**config.mk**
```make
export PLATFORM = sky130hd
export DESIGN_NAME = econet_line_arbiter_flat
export DESIGN_NICKNAME = d
export VERILOG_FILES = /design/src/rtl/econet_line_arbiter_if.sv /design/src/rtl/econet_line_arbiter.sv /design/src/flat_wrapper.sv
export SDC_FILE = /design/constraint.sdc
export NUM_CORES = 1
export LEC_CHECK = 0
export ABC_AREA = 1
export CAP_MARGIN = 25
export CELL_PAD_IN_SITES_DETAIL_PLACEMENT = 0
export CELL_PAD_IN_SITES_GLOBAL_PLACEMENT = 1
export CORE_ASPECT_RATIO = 1.75
export CORE_MARGIN = 2
export CORE_UTILIZATION = 44
export CTS_CLUSTER_DIAMETER = 50
export DETAILED_ROUTE_END_ITERATION = 8
export GPL_ROUTABILITY_DRIVEN = 1
export GPL_TIMING_DRIVEN = 0
export PLACE_DENSITY_LB_ADDON = 0.1
export SLEW_MARGIN = 10
export SYNTH_ARGS = -nofsm -noshare
export SYNTH_HDL_FRONTEND = slang
export SYNTH_SLANG_ARGS = --single-unit
```
**constraint.sdc**
```tcl
create_clock -name clock -period 2.3 [get_ports clock]
set_input_delay 0.23 -clock clock [delete_from_list [all_inputs] [get_ports clock]]
set_output_delay 0.23 -clock clock [all_outputs]
set_load 0.01 [all_outputs]
```
**src/rtl/econet_line_arbiter_if.sv**
```systemverilog
// Handshake bundle between the MCU pins, the econet core and the line arbiter.
// The arbiter takes the slave view; the environment driving it takes the master view.
interface econet_line_arbiter_if;
    logic econet_clock_R;
    logic econet_data_R;
    logic econet_data_D;
    logic econet_data_DE;
    logic outputting_frame;
    logic tx_request;
    logic tx_grant;
    logic mcu_is_transmitting;
    logic line_idle;
    logic clock_lost;
    logic tx_done;
    logic tx_abort;
    logic collision;

    modport slave (
        input  econet_clock_R, econet_data_R, econet_data_D, econet_data_DE,
        input  outputting_frame, tx_request,
        output tx_grant, mcu_is_transmitting, line_idle, clock_lost,
        output tx_done, tx_abort, collision
    );

    modport master (
        output econet_clock_R, econet_data_R, econet_data_D, econet_data_DE,
        output outputting_frame, tx_request,
        input  tx_grant, mcu_is_transmitting, line_idle, clock_lost,
        input  tx_done, tx_abort, collision
    );
endinterface

```
**src/rtl/econet_line_arbiter.sv**
```systemverilog
// Econet line arbiter: detects a free line from the received bus, grants MCU transmit
// requests and aborts on collision, Econet clock loss or an unused grant.
module econet_line_arbiter #(
    parameter int unsigned IDLE_BITS         = 15,
    parameter int unsigned CLOCK_LOSS_CYCLES = 2400,
    parameter int unsigned GRANT_TIMEOUT     = 48000
) (
    input logic            clock,
    input logic            reset_n,
    econet_line_arbiter_if.slave bus
);
    localparam int unsigned IdleW = $clog2(IDLE_BITS + 1);
    localparam int unsigned LossW = $clog2(CLOCK_LOSS_CYCLES + 1);
    localparam int unsigned TmrW  = $clog2(GRANT_TIMEOUT + 1);
    localparam logic [IdleW-1:0] IdleMax = IdleW'(IDLE_BITS);
    localparam logic [LossW-1:0] LossMax = LossW'(CLOCK_LOSS_CYCLES);
    localparam logic [TmrW-1:0]  TmrMax  = TmrW'(GRANT_TIMEOUT);

    typedef enum logic [2:0] {
        StIdle, StWait, StGrant, StActive, StDrain, StAbort, StHold
    } state_e;

    state_e           state_q, state_d;
    logic             clk_s1_q, clk_s2_q, clk_prev_q;
    logic             data_s1_q, data_s2_q;
    logic [1:0]       d_dly_q, de_dly_q;
    logic             of_prev_q;
    logic [IdleW-1:0] idle_cnt_q, idle_cnt_d;
    logic [LossW-1:0] loss_cnt_q, loss_cnt_d;
    logic [TmrW-1:0]  grant_tmr_q, grant_tmr_d;
    logic             line_idle_q, line_idle_d;
    logic             clock_lost_q, clock_lost_d;
    logic             collision_q, collision_d;
    logic             drain_cnt_q, drain_cnt_d;
    logic             tx_done_q, tx_done_d;
    logic             rise_evt, edge_evt, coll_set, of_rise, of_fall;

    assign rise_evt = clk_s2_q & ~clk_prev_q;
    assign edge_evt = clk_s2_q ^ clk_prev_q;
    assign of_rise  = bus.outputting_frame & ~of_prev_q;
    assign of_fall  = ~bus.outputting_frame & of_prev_q;

    // Driven value is delayed to line up with the synchronised received data.
    assign coll_set = rise_evt && (state_q == StActive) && de_dly_q[1] && d_dly_q[1]
                      && !data_s2_q;

    always_comb begin
        loss_cnt_d = loss_cnt_q;
        if (edge_evt) begin
            loss_cnt_d = '0;
        end else if (loss_cnt_q != LossMax) begin
            loss_cnt_d = loss_cnt_q + LossW'(1);
        end
        // Held from reset until the first edge is seen, as well as after a timeout.
        clock_lost_d = !edge_evt && (clock_lost_q || (loss_cnt_d == LossMax));

        idle_cnt_d = idle_cnt_q;
        if (clock_lost_d) begin
            idle_cnt_d = '0;
        end else if (rise_evt) begin
            if (!data_s2_q) begin
                idle_cnt_d = '0;
            end else if (idle_cnt_q != IdleMax) begin
                idle_cnt_d = idle_cnt_q + IdleW'(1);
            end
        end
        line_idle_d = (idle_cnt_d == IdleMax);
        collision_d = bus.tx_request && (collision_q || coll_set);
    end

    always_comb begin
        state_d     = state_q;
        grant_tmr_d = '0;
        drain_cnt_d = drain_cnt_q;
        tx_done_d   = 1'b0;
        unique case (state_q)
            StIdle: if (bus.tx_request) state_d = StWait;
            StWait: begin
                if (!bus.tx_request) begin
                    state_d = StIdle;
                end else if (line_idle_q && !clock_lost_q) begin
                    state_d = StGrant;
                end
            end
            StGrant: begin
                if (!bus.tx_request || clock_lost_q || (grant_tmr_q == TmrMax)) begin
                    state_d = StAbort;
                end else if (of_rise) begin
                    state_d = StActive;
                end else begin
                    grant_tmr_d = grant_tmr_q + TmrW'(1);
                end
            end
            StActive: begin
                if (coll_set || collision_q || clock_lost_q) begin
                    state_d = StAbort;
                end else if (of_fall) begin
                    state_d     = StDrain;
                    drain_cnt_d = 1'b0;
                end
            end
            StDrain: begin
                // Without a clock the closing flag can never finish shifting out.
                if (clock_lost_q) begin
                    state_d = StAbort;
                end else if (rise_evt) begin
                    if (drain_cnt_q) begin
                        state_d   = StHold;
                        tx_done_d = 1'b1;
                    end else begin
                        drain_cnt_d = 1'b1;
                    end
                end
            end
            StAbort: state_d = StHold;
            StHold:  if (!bus.tx_request) state_d = StIdle;
            default: state_d = StIdle;
        endcase
    end

    always_ff @(posedge clock or negedge reset_n) begin
        if (!reset_n) begin
            state_q      <= StIdle;
            clk_s1_q     <= 1'b0;
            clk_s2_q     <= 1'b0;
            clk_prev_q   <= 1'b0;
            data_s1_q    <= 1'b0;
            data_s2_q    <= 1'b0;
            d_dly_q      <= '0;
            de_dly_q     <= '0;
            of_prev_q    <= 1'b0;
            idle_cnt_q   <= '0;
            loss_cnt_q   <= '0;
            grant_tmr_q  <= '0;
            line_idle_q  <= 1'b0;
            clock_lost_q <= 1'b1;
            collision_q  <= 1'b0;
            drain_cnt_q  <= 1'b0;
            tx_done_q    <= 1'b0;
        end else begin
            state_q      <= state_d;
            clk_s1_q     <= bus.econet_clock_R;
            clk_s2_q     <= clk_s1_q;
            clk_prev_q   <= clk_s2_q;
            data_s1_q    <= bus.econet_data_R;
            data_s2_q    <= data_s1_q;
            d_dly_q      <= {d_dly_q[0], bus.econet_data_D};
            de_dly_q     <= {de_dly_q[0], bus.econet_data_DE};
            of_prev_q    <= bus.outputting_frame;
            idle_cnt_q   <= idle_cnt_d;
            loss_cnt_q   <= loss_cnt_d;
            grant_tmr_q  <= grant_tmr_d;
            line_idle_q  <= line_idle_d;
            clock_lost_q <= clock_lost_d;
            collision_q  <= collision_d;
            drain_cnt_q  <= drain_cnt_d;
            tx_done_q    <= tx_done_d;
        end
    end

    assign bus.tx_grant            = (state_q == StGrant) || (state_q == StActive);
    assign bus.mcu_is_transmitting = (state_q == StGrant) || (state_q == StActive)
                                     || (state_q == StDrain);
    assign bus.tx_abort            = (state_q == StAbort);
    assign bus.tx_done             = tx_done_q;
    assign bus.line_idle           = line_idle_q;
    assign bus.clock_lost          = clock_lost_q;
    assign bus.collision           = collision_q;
endmodule
```
**src/flat_wrapper.sv**
```systemverilog
// flat-port wrapper written by rule: the top's interface ports become plain ports
module econet_line_arbiter_flat 
#(
    parameter int unsigned IDLE_BITS         = 15,
    parameter int unsigned CLOCK_LOSS_CYCLES = 2400,
    parameter int unsigned GRANT_TIMEOUT     = 48000
)
  (clock, reset_n, bus_econet_clock_R, bus_econet_data_R, bus_econet_data_D, bus_econet_data_DE, bus_outputting_frame, bus_tx_request, bus_tx_grant, bus_mcu_is_transmitting, bus_line_idle, bus_clock_lost, bus_tx_done, bus_tx_abort, bus_collision);
  econet_line_arbiter_if bus_i ();
  input logic clock;
  input logic reset_n;
  input wire logic [$bits(bus_i.econet_clock_R)-1:0] bus_econet_clock_R;
  input wire logic [$bits(bus_i.econet_data_R)-1:0] bus_econet_data_R;
  input wire logic [$bits(bus_i.econet_data_D)-1:0] bus_econet_data_D;
  input wire logic [$bits(bus_i.econet_data_DE)-1:0] bus_econet_data_DE;
  input wire logic [$bits(bus_i.outputting_frame)-1:0] bus_outputting_frame;
  input wire logic [$bits(bus_i.tx_request)-1:0] bus_tx_request;
  output wire logic [$bits(bus_i.tx_grant)-1:0] bus_tx_grant;
  output wire logic [$bits(bus_i.mcu_is_transmitting)-1:0] bus_mcu_is_transmitting;
  output wire logic [$bits(bus_i.line_idle)-1:0] bus_line_idle;
  output wire logic [$bits(bus_i.clock_lost)-1:0] bus_clock_lost;
  output wire logic [$bits(bus_i.tx_done)-1:0] bus_tx_done;
  output wire logic [$bits(bus_i.tx_abort)-1:0] bus_tx_abort;
  output wire logic [$bits(bus_i.collision)-1:0] bus_collision;
  assign bus_i.econet_clock_R = bus_econet_clock_R;
  assign bus_i.econet_data_R = bus_econet_data_R;
  assign bus_i.econet_data_D = bus_econet_data_D;
  assign bus_i.econet_data_DE = bus_econet_data_DE;
  assign bus_i.outputting_frame = bus_outputting_frame;
  assign bus_i.tx_request = bus_tx_request;
  assign bus_tx_grant = bus_i.tx_grant;
  assign bus_mcu_is_transmitting = bus_i.mcu_is_transmitting;
  assign bus_line_idle = bus_i.line_idle;
  assign bus_clock_lost = bus_i.clock_lost;
  assign bus_tx_done = bus_i.tx_done;
  assign bus_tx_abort = bus_i.tx_abort;
  assign bus_collision = bus_i.collision;
  econet_line_arbiter #(.IDLE_BITS(IDLE_BITS), .CLOCK_LOSS_CYCLES(CLOCK_LOSS_CYCLES), .GRANT_TIMEOUT(GRANT_TIMEOUT)) u_core (.clock(clock), .reset_n(reset_n), .bus(bus_i));
endmodule
```
==> metrics.md <==
| Metric | Value |
|---|---|
| Outcome | finished, final reports clean |
| Buf+Inv Stages, Crit Path | 1 |
| Syn avg cell area | 7.888 um^2 |
| Sequential fraction of the synthesis area | 0.4740 |
| Crit path DAT | 1.69 ns |
| Post-Place Cells | 428 |
| Pin count of the biggest net entering global routing | 27 |
| Antenna violations before repair | 0 |
| Total gr overflow | 0 |
| Port Buffer Count | 14 |
| Critical-path cell list | nor2_1 > nand2_1 > nand2_1 > clkdlybuf4s50_1 |
| Most common cell in the netlist | nand2_1 |
| Area of the die | 6666 um^2 |
| # H-tree levels | 2 |
| First-pass GRT wire length | 9577 um |
| HP Class | input port to flop |
| Post-synthesis cell area | 2643 um^2 |
| Slew HR | 0.5941 |
| Crit. End Element | primary output |
| Nets | 372 |
| Filler cells | 602 |
| Min Tclk post-route | 1.925 ns |
| TritonCTS clock tree | done |
| Vias in the first global route | 2144 |
| Cell mode on critical path | nand2_1 |
| CP Class | flop to primary output |
| Syn Nets | 349 |
| First-pass DRT Iterations | 4 |
| Max-slew violation count | 0 |
| Post-Synth Adder-Cell Area | 0.02841 |
| Post-Synth Simple-Gate Area | 0.3262 |
| CP delay by family, top | buffers and inverters |
| Drt via density | 4.870 |
| Fin cells | 437 |
| Post-DR wirelength/cell | 12.40 um |
| Worst VDD drop | 0.6386 mV |
| Largest family of logic cells by synthesized area | simple AND/OR/NAND/NOR gates |
| Top-Level Pins | 15 |
| Root buffer cell | clkbuf_8 |
| Flops & latches, synth | 50 |
| P&R area growth vs syn | 14.35% |
| Final hold slack | 0.3478 ns |
| Critical-path maximum fanout | 6 |
| Diode count | 0 |
| Max-cap violation count | 0 |
| Max frequency | 0.5196 GHz |
| Post-route DRC violation count | 0 |
| Initial Util | 0.4530 |
| Setup TNS | 0 ns |
| Library cells used by synthesis | 34 |
| Max stage delay on crit path | 0.53 ns |
| Ranking of synthesized cells by area | dfrtp_1, nand2_1, inv_1 |
| Final Core Density | 0.5180 |
| Post-synthesis mux area share | 0 |
| Top cells by count, synth | nand2_1, inv_1, dfrtp_1 |
| Ratio of cells with drive above 1 in the final layout | 0.09471 |
| Tightest Pin Transition | 0.6088 ns |
| Post-Syn Instances | 335 |
| Total wire length | 5418 um |
| Share of the synthesized area in the top cell type | 0.4640 |
| Clock buffer depth | 2 |
| DP HPWL | 4136 um |
| CP Data Required Time | 2.07 ns |
| Post-route antenna net violation count | 0 |
| Synth Area in Compound Gates | 0.05966 |
| Post-synth top flop | dfrtp_1 |
| Area leader, netlist | dfrtp_1 |
| Startpoint type of the worst setup path | flop |
| Routability congestion estimate | 0.8041 |
| Number of synthesis warnings | 0 |
| Clk slew on worst S/H paths | 0.10 ns |
| Die width | 62.58 um |
| Row cnt | 37 |
| Total core area | 5833 um^2 |
| Hold Vio Cnt, Final | 0 |
| Worst-Skew Late Latency | 0.31 ns |
| CTS Buf Count | 5 |
| First DRT Iteration DRCs | 105 |
| Total power | 2.226 mW |
| PD cells | 736.6 nW/um^2 |
| Die Y | 106.5 um |
| # clock sinks | 50 |
| FFs w/ async S/R, synth | 1.000 |
| Xor and xnor area share after synthesis | 0.01326 |
| Crit-path slowest cell | clkdlybuf4s50_1 |
| Post-synth EDFFs | 0 |
| Endpoints failing setup | 0 |
| Via count | 2128 |
| RSZ-0062 raised after global routing | no |
| Lkg Pwr | 1.466 nW |
| Overall global routing resource usage | 0.1838 |
| Final period util | 0.8368 |
| Worst Clk Skew | 0.008982 ns |
==> timing repair <==
item	4_1_cts	5_1_grt
gates resized for setup	0	0
hold buffers	1	0
endpoints found under the hold margin	24	0
buffers inserted	0	0
==> logic make-up after synthesis <==
kind of cell,Yosys count
XOR/XNOR,4
flip-flops,50
AND/OR/NAND/NOR,181
buffers and inverters,67
adder cells (fa/ha/maj),6
AO/OA/AOI/OAI,27
==> path summary, 6_finish.rpt <==
check,slack [ns],start,depth (start not counted),end
min reg2reg,0.36,u_core.clk_s1_q$_DFF_PN0_,0,u_core.clk_s2_q$_DFF_PN0_
min,0.35,bus_econet_clock_R,1,u_core.clk_s1_q$_DFF_PN0_
max reg2reg,0.44,u_core.loss_cnt_q[0]$_DFF_PN0_,14,u_core.idle_cnt_q[1]$_DFF_PN0_
max,0.38,u_core.state_q[1]$_DFFE_PN0P_,4,bus_mcu_is_transmitting
max in group asynchronous,1.29,reset_n,3,u_core.loss_cnt_q[9]$_DFF_PN0_
min in group asynchronous,0.45,reset_n,2,u_core.of_prev_q$_DFF_PN0_
==> power breakdown <==
| group | total [mW] | internal [mW] | leakage, nW | switching, mW |
|---|---|---|---|---|
| logic | 0.542 | 0.222 | 0.754 | 0.320 |
| registers | 1.03 | 0.955 | 0.654 | 0.0765 |
| clock network | 0.651 | 0.330 | 0.0587 | 0.321 |
==> final cells by class <==
cell class              instances  area [um^2]  share of cell area
inverters                      65        244.0             0.08075
multi-input cells             218         1130              0.3739
plain buffers                   2        16.27            0.005383
well taps                      78        97.59             0.03230
clock inverters                 3        47.55             0.01573
flip-flops and latches         50         1252              0.4145
repair buffers                 16        165.2             0.05466
clock buffers                   5        68.82             0.02277
==> placed cells by master, fill, tap and decap left out, types with 2 or more instances in the layout <==
cell type	count
or2_2	2
a21oi_1	9
nor2_2	4
nand3_1	23
nand2_1	70
ha_1	6
xor2_1	3
clkdlybuf4s50_1	13
nand3_2	4
inv_1	63
nand4_1	9
a22oi_1	2
o21a_1	2
inv_2	2
clkbuf_8	5
nor2_1	44
nor3_1	6
nor2_4	4
nor3b_1	4
nor4_1	3
buf_2	2
nand2_2	3
dfrtp_1	49
or3_1	2
o21ai_0	8
o211ai_1	2
==> per-layer routing <==
metal	GRT usage	part of all wire
met5	0	0
met4	0.06667	0.019
met3	0.03810	0.020
met2	0.3525	0.55
met1	0.1934	0.42
==> state kept, by name (all words and copies together) (netlist names), 2 cells and up <==
name / flops
u_core.d_dly_q: 2
u_core.de_dly_q: 2
u_core.grant_tmr_q: 16
u_core.idle_cnt_q: 4
u_core.loss_cnt_q: 12
u_core.state_q: 3
==> per-stage QoR <==
| step | setup slack (ns) | instance area (um^2) |
|---|---|---|
| final | 0.3755 | 3022 |
| after global routing | 0.1977 | 3022 |
| after CTS | 0.3497 | 3022 |
| after detailed placement | 0.4138 | 2895 |
| after global placement | -0.5312 | 2880 |
| after floorplan | 0.6949 | 2643 |
Power figures use the tool's default switching activity.
